## src/rtl/sim_camera_pkg.sv

```systemverilog
// Shared types and constants for the simulated parallel-bus camera source.
// Used by the pattern generator top, its pattern sub-module and the bench.
package sim_camera_pkg;

   typedef enum logic [1:0] {
      IDLE   = 2'd0,
      VBLANK = 2'd1,
      ACTIVE = 2'd2,
      HBLANK = 2'd3
   } cam_state_e;

   localparam logic [1:0] PAT_COUNT   = 2'd0;
   localparam logic [1:0] PAT_ROW     = 2'd1;
   localparam logic [1:0] PAT_CHECKER = 2'd2;
   localparam logic [1:0] PAT_FRAME   = 2'd3;

   // One spare bit so a counter can hold its terminal value without wrapping.
   function automatic int cnt_width(input int n);
      return $clog2(n) + 1;
   endfunction

endpackage

```

## src/rtl/sim_camera_pattern_gen_if.sv

```systemverilog
// Video output bundle of the simulated camera: sync, pixel data and frame status.
interface sim_camera_pattern_gen_if #(
   parameter int DATA_WIDTH = 8
);
   logic                  flash_strobe;
   logic                  vsync;
   logic                  hsync;
   logic [DATA_WIDTH-1:0] pix_data;
   logic [15:0]           frame_count;
   logic                  frame_done;

   modport master (
      output flash_strobe, vsync, hsync, pix_data, frame_count, frame_done
   );

   modport slave (
      input  flash_strobe, vsync, hsync, pix_data, frame_count, frame_done
   );
endinterface

```

## src/rtl/sim_camera_pattern.sv

```systemverilog
// Combinational test-pattern value for one pixel position.
// Geometry and counters come from the caller; this block only selects the pattern.
module sim_camera_pattern
   import sim_camera_pkg::*;
#(
   parameter int DATA_WIDTH = 8,
   parameter int ROW_W      = 5
) (
   input  logic [1:0]            mode_i,
   input  logic [ROW_W-1:0]      row_i,
   input  logic                  col_lsb_i,
   input  logic [DATA_WIDTH-1:0] lin_i,
   input  logic [DATA_WIDTH-1:0] frame_i,
   output logic [DATA_WIDTH-1:0] pix_o
);

   always_comb begin
      pix_o = '0;
      case (mode_i)
         PAT_COUNT:   pix_o = lin_i;
         PAT_ROW:     pix_o = DATA_WIDTH'(row_i);
         PAT_CHECKER: pix_o = (row_i[0] ^ col_lsb_i) ? '1 : '0;
         default:     pix_o = frame_i;
      endcase
   end

endmodule

```

## src/rtl/sim_camera_pattern_gen.sv

```systemverilog
// Simulated parallel-bus image sensor: frame/line timing, selectable test patterns,
// run/stop control, frame counter and a frame-aligned flash strobe.
module sim_camera_pattern_gen
   import sim_camera_pkg::*;
#(
   parameter int DATA_WIDTH   = 8,
   parameter int ROW_COUNT    = 16,
   parameter int BYTE_COUNT   = 32,
   parameter int VBLANK_COUNT = 100,
   parameter int HBLANK_COUNT = 20
) (
   input  logic                     i_cam_in_clk,
   input  logic                     i_cam_rst,
   input  logic                     i_enable,
   input  logic [1:0]               i_mode,
   input  logic                     i_flash,
   output logic                     o_pix_clk,
   sim_camera_pattern_gen_if.master cam_o
);

   localparam int ROW_W = cnt_width(ROW_COUNT);
   localparam int COL_W = cnt_width(BYTE_COUNT);
   localparam int VB_W  = cnt_width(VBLANK_COUNT);
   localparam int HB_W  = cnt_width(HBLANK_COUNT);
   localparam int CNT_W = (VB_W > HB_W) ? VB_W : HB_W;

   localparam logic [ROW_W-1:0] ROW_LAST = ROW_W'(ROW_COUNT - 1);
   localparam logic [COL_W-1:0] COL_LAST = COL_W'(BYTE_COUNT - 1);
   localparam logic [CNT_W-1:0] VB_LAST  = CNT_W'(VBLANK_COUNT - 1);
   localparam logic [CNT_W-1:0] HB_LAST  = CNT_W'(HBLANK_COUNT - 1);

   cam_state_e            state_q, state_d;
   logic [ROW_W-1:0]      row_q, row_d;
   logic [COL_W-1:0]      col_q, col_d;
   logic [CNT_W-1:0]      cnt_q, cnt_d;
   logic [DATA_WIDTH-1:0] lin_q, lin_d;
   logic [1:0]            mode_q, mode_d;
   logic [DATA_WIDTH-1:0] fnum_q, fnum_d;
   logic                  arm_q, arm_d;
   logic                  flash_prev_q;
   logic                  strobe_q, strobe_d;
   logic [15:0]           frame_count_q, frame_count_d;
   logic                  done_q, done_d;
   logic                  vsync_q, hsync_q;
   logic [DATA_WIDTH-1:0] pix_q, pix_d;
   logic                  flash_rise;

   assign flash_rise = i_flash & ~flash_prev_q;

   // The _d values describe the cycle about to be shown, so the output
   // registers can be loaded from them and stay aligned with the state.
   always_comb begin
      state_d       = state_q;
      row_d         = row_q;
      col_d         = col_q;
      cnt_d         = cnt_q;
      lin_d         = lin_q;
      mode_d        = mode_q;
      fnum_d        = fnum_q;
      arm_d         = arm_q;
      strobe_d      = strobe_q;
      frame_count_d = frame_count_q;

      case (state_q)
         IDLE: begin
            if (i_enable) begin
               state_d = VBLANK;
               cnt_d   = '0;
            end
         end
         VBLANK: begin
            if (cnt_q == VB_LAST) begin
               state_d  = ACTIVE;
               row_d    = '0;
               col_d    = '0;
               lin_d    = '0;
               mode_d   = i_mode;
               fnum_d   = frame_count_q[DATA_WIDTH-1:0];
               strobe_d = arm_q;
               arm_d    = 1'b0;
            end else begin
               cnt_d = cnt_q + CNT_W'(1);
            end
         end
         ACTIVE: begin
            lin_d = lin_q + DATA_WIDTH'(1);
            if (col_q == COL_LAST) begin
               col_d = '0;
               cnt_d = '0;
               if (row_q == ROW_LAST) begin
                  frame_count_d = frame_count_q + 16'd1;
                  strobe_d      = 1'b0;
                  state_d       = i_enable ? VBLANK : IDLE;
               end else begin
                  row_d   = row_q + ROW_W'(1);
                  state_d = HBLANK;
               end
            end else begin
               col_d = col_q + COL_W'(1);
            end
         end
         default: begin
            if (cnt_q == HB_LAST) begin
               state_d = ACTIVE;
            end else begin
               cnt_d = cnt_q + CNT_W'(1);
            end
         end
      endcase

      // An edge coinciding with frame entry belongs to the following frame.
      if (flash_rise) begin
         arm_d = 1'b1;
      end

      done_d = (state_d == ACTIVE) && (col_d == COL_LAST) && (row_d == ROW_LAST);
   end

   sim_camera_pattern #(
      .DATA_WIDTH (DATA_WIDTH),
      .ROW_W      (ROW_W)
   ) u_pattern (
      .mode_i    (mode_d),
      .row_i     (row_d),
      .col_lsb_i (col_d[0]),
      .lin_i     (lin_d),
      .frame_i   (fnum_d),
      .pix_o     (pix_d)
   );

   always_ff @(posedge i_cam_in_clk or posedge i_cam_rst) begin
      if (i_cam_rst) begin
         state_q       <= IDLE;
         row_q         <= '0;
         col_q         <= '0;
         cnt_q         <= '0;
         lin_q         <= '0;
         mode_q        <= PAT_COUNT;
         fnum_q        <= '0;
         arm_q         <= 1'b0;
         flash_prev_q  <= 1'b0;
         strobe_q      <= 1'b0;
         frame_count_q <= '0;
         done_q        <= 1'b0;
         vsync_q       <= 1'b0;
         hsync_q       <= 1'b0;
         pix_q         <= '0;
      end else begin
         state_q       <= state_d;
         row_q         <= row_d;
         col_q         <= col_d;
         cnt_q         <= cnt_d;
         lin_q         <= lin_d;
         mode_q        <= mode_d;
         fnum_q        <= fnum_d;
         arm_q         <= arm_d;
         flash_prev_q  <= i_flash;
         strobe_q      <= strobe_d;
         frame_count_q <= frame_count_d;
         done_q        <= done_d;
         vsync_q       <= (state_d == ACTIVE) || (state_d == HBLANK);
         hsync_q       <= (state_d == ACTIVE);
         pix_q         <= (state_d == ACTIVE) ? pix_d : '0;
      end
   end

   assign o_pix_clk          = i_cam_in_clk;
   assign cam_o.flash_strobe = strobe_q;
   assign cam_o.vsync        = vsync_q;
   assign cam_o.hsync        = hsync_q;
   assign cam_o.pix_data     = pix_q;
   assign cam_o.frame_count  = frame_count_q;
   assign cam_o.frame_done   = done_q;

endmodule
```

## src/flat_wrapper.sv

```systemverilog
// flat-port wrapper written by rule: the top's interface ports become plain ports
module sim_camera_pattern_gen_flat import sim_camera_pkg::*;
#(
   parameter int DATA_WIDTH   = 8,
   parameter int ROW_COUNT    = 16,
   parameter int BYTE_COUNT   = 32,
   parameter int VBLANK_COUNT = 100,
   parameter int HBLANK_COUNT = 20
)
  (i_cam_in_clk, i_cam_rst, i_enable, i_mode, i_flash, o_pix_clk, cam_o_flash_strobe, cam_o_vsync, cam_o_hsync, cam_o_pix_data, cam_o_frame_count, cam_o_frame_done);
  sim_camera_pattern_gen_if #(.DATA_WIDTH(DATA_WIDTH)) cam_o_i ();
  input  logic i_cam_in_clk;
  input  logic i_cam_rst;
  input  logic i_enable;
  input  logic [1:0] i_mode;
  input  logic i_flash;
  output logic o_pix_clk;
  output wire logic [$bits(cam_o_i.flash_strobe)-1:0] cam_o_flash_strobe;
  output wire logic [$bits(cam_o_i.vsync)-1:0] cam_o_vsync;
  output wire logic [$bits(cam_o_i.hsync)-1:0] cam_o_hsync;
  output wire logic [$bits(cam_o_i.pix_data)-1:0] cam_o_pix_data;
  output wire logic [$bits(cam_o_i.frame_count)-1:0] cam_o_frame_count;
  output wire logic [$bits(cam_o_i.frame_done)-1:0] cam_o_frame_done;
  assign cam_o_flash_strobe = cam_o_i.flash_strobe;
  assign cam_o_vsync = cam_o_i.vsync;
  assign cam_o_hsync = cam_o_i.hsync;
  assign cam_o_pix_data = cam_o_i.pix_data;
  assign cam_o_frame_count = cam_o_i.frame_count;
  assign cam_o_frame_done = cam_o_i.frame_done;
  sim_camera_pattern_gen #(.DATA_WIDTH(DATA_WIDTH), .ROW_COUNT(ROW_COUNT), .BYTE_COUNT(BYTE_COUNT), .VBLANK_COUNT(VBLANK_COUNT), .HBLANK_COUNT(HBLANK_COUNT)) u_core (.i_cam_in_clk(i_cam_in_clk), .i_cam_rst(i_cam_rst), .i_enable(i_enable), .i_mode(i_mode), .i_flash(i_flash), .o_pix_clk(o_pix_clk), .cam_o(cam_o_i));
endmodule
```

## config.mk

```make
export PLATFORM = sky130hd
export DESIGN_NAME = sim_camera_pattern_gen_flat
export DESIGN_NICKNAME = d
export VERILOG_FILES = /design/src/rtl/sim_camera_pkg.sv /design/src/rtl/sim_camera_pattern_gen_if.sv /design/src/rtl/sim_camera_pattern.sv /design/src/rtl/sim_camera_pattern_gen.sv /design/src/flat_wrapper.sv
export SDC_FILE = /design/constraint.sdc
export NUM_CORES = 1
export LEC_CHECK = 0
export CORE_AREA = 4 4 89 91
export DETAILED_ROUTE_END_ITERATION = 10
export DIE_AREA = 0 0 93 95
export GPL_ROUTABILITY_DRIVEN = 0
export HOLD_SLACK_MARGIN = 0.05
export PLACE_DENSITY = 0.74
export SYNTH_ARGS = -nofsm -noshare
export SYNTH_HDL_FRONTEND = slang
export SYNTH_HIERARCHICAL = 1
export SYNTH_SLANG_ARGS = --single-unit
```

## constraint.sdc

```tcl
create_clock -name i_cam_in_clk -period 2.97 [get_ports i_cam_in_clk]
set_input_delay 0.594 -clock i_cam_in_clk [delete_from_list [all_inputs] [get_ports i_cam_in_clk]]
set_output_delay 0.594 -clock i_cam_in_clk [all_outputs]
set_load 0.02 [all_outputs]
```

==> impl_table.tex, run 1 <==
\begin{tabular}{lr}
\hline
Metric & Value \\
\hline
\multicolumn{2}{l}{\textbf{Status}} \\
Run status & finished clean \\
\multicolumn{2}{l}{\textbf{Worst setup path}} \\
Path type of the worst setup path & clk -> out \\
Arrival time at the worst endpoint & 2.23 ns \\
Critical path fanouts, max & 2 \\
Kind of launch point of the worst setup path & clock port \\
Kind of capture point of the worst setup path & output port \\
Required time reported for the critical path endpoint & 2.38 ns \\
\multicolumn{2}{l}{\textbf{Placed design}} \\
Area after DPL & 0.00401 sq mm \\
IO Port Bufs & 34 \\
Sum of net half-perimeters after detailed placement & 5240 um \\
\multicolumn{2}{l}{\textbf{Routing}} \\
Total wirelength of the detailed-routed design & 7310 um \\
Number of detailed-routing iterations run before antenna repair & 5 \\
Violation count after the first detailed-route iteration & 121 \\
Average wire per standard cell & 15.1 um \\
Vias per inst & 5.54 \\
Drt drc & 0 \\
Total number of vias & 2675 \\
Post-DRT Antenna Nets & 0 \\
\multicolumn{2}{l}{\textbf{Worst hold path}} \\
Hold WC Path Type & reg -> reg \\
\multicolumn{2}{l}{\textbf{Layout}} \\
Final design area excluding fillers & 0.00424 sq mm \\
Combined flip-flop and latch cell area & 0.00170 sq mm \\
Fraction of layout instances using a drive strength above 1 & 0.156 \\
Filler cell count in the final layout & 627 \\
Number of antenna cells inserted & 0 \\
Combined area of the multi-input logic cells & 0.00170 sq mm \\
Layout overhead on the synthesized area & 19.5\% \\
Net count reported at finish & 395 \\
\multicolumn{2}{l}{\textbf{Synth}} \\
Largest cells by area after synthesis & sky130\_fd\_sc\_hd\_\_dfrtp\_1, sky130\_fd\_sc\_hd\_\_mux2\_2, sky130\_fd\_sc\_hd\_\_o21ai\_0 \\
EDFF count, synth & 0 \\
Post-synthesis cell count & 335 \\
Post-Synthesis Net Count & 350 \\
Sequential element share of the synthesized area & 0.480 \\
Number of distinct library cell variants in the gate-level netlist after synthesis & 58 \\
Commonest cells in the netlist & sky130\_fd\_sc\_hd\_\_dfrtp\_1, sky130\_fd\_sc\_hd\_\_nand2\_1, sky130\_fd\_sc\_hd\_\_o21ai\_0 \\
Most frequent cell after synthesis & sky130\_fd\_sc\_hd\_\_dfrtp\_1 \\
Number of flip-flops and latches in the synthesized netlist & 68 \\
Post-synthesis cell type with the largest combined area & sky130\_fd\_sc\_hd\_\_dfrtp\_1 \\
Avg Cell Area, Syn & 10.6 sq um \\
Ys async rst share & 1.00 \\
Share of the synthesized area in the top cell type & 0.480 \\
Warnings from Yosys & 6 \\
Most common flop cell mapped by yosys & sky130\_fd\_sc\_hd\_\_dfrtp\_1 \\
Post-Syn Area & 0.00355 sq mm \\
\multicolumn{2}{l}{\textbf{Floorplan}} \\
Die boundary height & 95 um \\
Top-Level Pins & 35 \\
Die X-Extent & 93 um \\
Die footprint & 0.00884 sq mm \\
Starting density of the core & 0.497 \\
FP Rows & 31 \\
Core region area & 0.00714 sq mm \\
\multicolumn{2}{l}{\textbf{Clocking}} \\
Clock tree from TritonCTS & yes \\
Clock latency at the later pin of the worst-skew pair & 0.45 ns \\
Hold-fix buffer count after cts & 0 \\
Clock slew seen by the registers of the worst setup and hold paths & 0.07 ns \\
Post-CTS setup repair buffer count & 0 \\
Post-cts resize count & 0 \\
\multicolumn{2}{l}{\textbf{GRT}} \\
Met3 usage in global routing & 0.0438 \\
GRT met1 Usage & 0.227 \\
Vias in the first global route & 2689 \\
GRT Overall Usage & 0.183 \\
Remaining global-route overflow & 0 \\
Pin count of the biggest net entering global routing & 69 \\
Number of antenna violations at the first check in global routing & 0 \\
Global-route wire length before repair & 12500 um \\
Busiest layer in global routing & met2 \\
M2 GR Usage & 0.295 \\
\multicolumn{2}{l}{\textbf{Run}} \\
\# Max-Cap Violations & 0 \\
\multicolumn{2}{l}{\textbf{Timing}} \\
Normalized max-slew margin & 0.743 \\
Slew at the pin closest to its max-slew limit & 0.383 ns \\
Post-Route Hold Slack & 0.419 ns \\
Final count of hold timing violations & 0 \\
Final number of setup-violating endpoints & 0 \\
Total negative slack for setup checks & 0 ns \\
RSZ-0062 raised after global routing & no \\
Clock skew & 0.00791 ns \\
Max Slew Vio Count & 0 \\
\multicolumn{2}{l}{\textbf{Power and ir drop}} \\
Combinational share of power & 0.015 \\
Cell-internal power & 1.43 mW \\
Net switching component of the power & 0.419 mW \\
Sequential power share & 0.502 \\
Worst ir drop on vdd & 0.227 mV \\
Leakage Power & 1.85 nW \\
Power density normalized to cell area & 435 mW/mm\^{}2 \\
Clock power frac & 0.483 \\
Final total power & 1.85 mW \\
Switching share of power & 0.227 \\
\hline
\end{tabular}
==> flip-flops by register name (all words and copies together) (netlist names), 5 cells and up <==
name	flops
u_core/cnt_q	8
u_core/cam_o.pix_data	8
u_core/fnum_q	8
u_core/lin_q	8
u_core/row_q	5
u_core/col_q	6
u_core/cam_o.frame_count	16
==> cell families (layout without fill, tap and decap cells) <==
| family | after synthesis | in the layout | share of synthesized area |
|---|---|---|---|
| XOR/XNOR | 16 | 16 | 0.0395 |
| buffers and inverters | 26 | 75 | 0.0399 |
| AO/OA/AOI/OAI | 76 | 76 | 0.143 |
| flip-flops | 68 | 68 | 0.480 |
| AND/OR/NAND/NOR | 120 | 120 | 0.201 |
| multiplexers | 20 | 20 | 0.0653 |
| adder cells (fa/ha/maj) | 9 | 9 | 0.0317 |
==> worst max-delay path, cell delays in order <==
cell	delay [ns]
sky130_fd_sc_hd__clkbuf_8	0.11
sky130_fd_sc_hd__clkbuf_8	0.12
sky130_fd_sc_hd__clkdlybuf4s50_1	0.52
==> layout by cell type (no fill, tap or decap), drive strengths merged, types with 3 or more instances in the layout <==
| cell type | count |
|---|---|
| a21oi | 16 |
| a221o | 3 |
| a22o | 3 |
| a31oi | 7 |
| and2 | 12 |
| and3 | 8 |
| and4 | 3 |
| buf | 10 |
| clkbuf | 12 |
| clkdlybuf4s50 | 34 |
| clkinvlp | 3 |
| dfrtp | 68 |
| ha | 9 |
| inv | 13 |
| mux2 | 12 |
| mux2i | 7 |
| nand2 | 27 |
| nand2b | 3 |
| nand3 | 19 |
| nand4 | 6 |
| nor2 | 21 |
| nor2b | 6 |
| nor3b | 3 |
| o211ai | 6 |
| o21ai | 27 |
| o31ai | 7 |
| xnor2 | 13 |
| xor2 | 3 |
==> per-stage QoR <==
| step | setup WS (ns) | cells | utilization |
|---|---|---|---|
| after floorplan | 0.214 | 335 | - |
| after global placement | 0.374 | 465 | 0.561 |
| after detailed placement | 0.293 | 465 | 0.561 |
| after CTS | 0.133 | 483 | 0.594 |
| after global routing | 0.0501 | 483 | 0.594 |
| final | 0.141 | 483 | 0.594 |
==> worst paths after layout <==
check | startpoint | to | slack, ns | cells past startpoint
setup / recovery | i_cam_in_clk | o_pix_clk | 0.14 | 3
hold / removal | u_core/flash_prev_q | u_core/arm_q | 0.42 | 1
setup reg to reg | u_core/cnt_q[0] | u_core/cam_o.pix_data[7] | 0.29 | 9
hold reg to reg | u_core/flash_prev_q | u_core/arm_q | 0.42 | 1
max in group asynchronous | i_cam_rst | u_core/col_q[2] | 2.15 | 3
min in group asynchronous | i_cam_rst | u_core/cam_o.frame_count[0] | 0.54 | 3
==> cell type report <==
| type | instances | area share |
|---|---|---|
| clock buffer | 13 | 0.0413 |
| clock inverter | 6 | 0.0156 |
| inverter | 13 | 0.0115 |
| multi-input combinational | 241 | 0.402 |
| sequential | 68 | 0.402 |
| tap | 99 | 0.0292 |
| timing repair buffer | 43 | 0.0986 |
==> layer usage <==
| metal | wire length [um] | share of wire |
|---|---|---|
| met1 | 3280 | 0.45 |
| met2 | 3510 | 0.48 |
| met5 | 0 | 0 |
| met4 | 106 | 0.015 |
| met3 | 413 | 0.057 |
==> power by group through the flow <==
stage	logic, mW	registers [mW]	clock network (mW)
floorplan	0.0137	0.944	0.0393
global placement	0.0300	0.944	0.0452
detailed placement	0.0299	0.944	0.0452
CTS	0.0299	0.926	0.909
global route	0.0330	0.926	0.954
finish	0.0282	0.926	0.891
Note: power is estimated with default switching activity, not from simulation.
==> run 2: changes to the inputs <==
--- a/config.mk
+++ b/config.mk
@@ -6,6 +6,7 @@
 export NUM_CORES = 1
 export LEC_CHECK = 0
 export CORE_AREA = 4 4 89 91
+export CTS_CLUSTER_SIZE = 25
 export DETAILED_ROUTE_END_ITERATION = 10
 export DIE_AREA = 0 0 93 95
 export GPL_ROUTABILITY_DRIVEN = 0
==> results of run 2 <==
The final DEF is identical to that of run 1; final timing and power are the same.
==> run 3: changes to the inputs <==
--- a/config.mk
+++ b/config.mk
@@ -6,7 +6,7 @@
 export NUM_CORES = 1
 export LEC_CHECK = 0
 export CORE_AREA = 4 4 89 91
-export CTS_CLUSTER_SIZE = 25
+export CTS_CLUSTER_SIZE = 28
 export DETAILED_ROUTE_END_ITERATION = 10
 export DIE_AREA = 0 0 93 95
 export GPL_ROUTABILITY_DRIVEN = 0
==> results of run 3 <==
The final DEF is identical to that of run 1; final timing and power are the same.
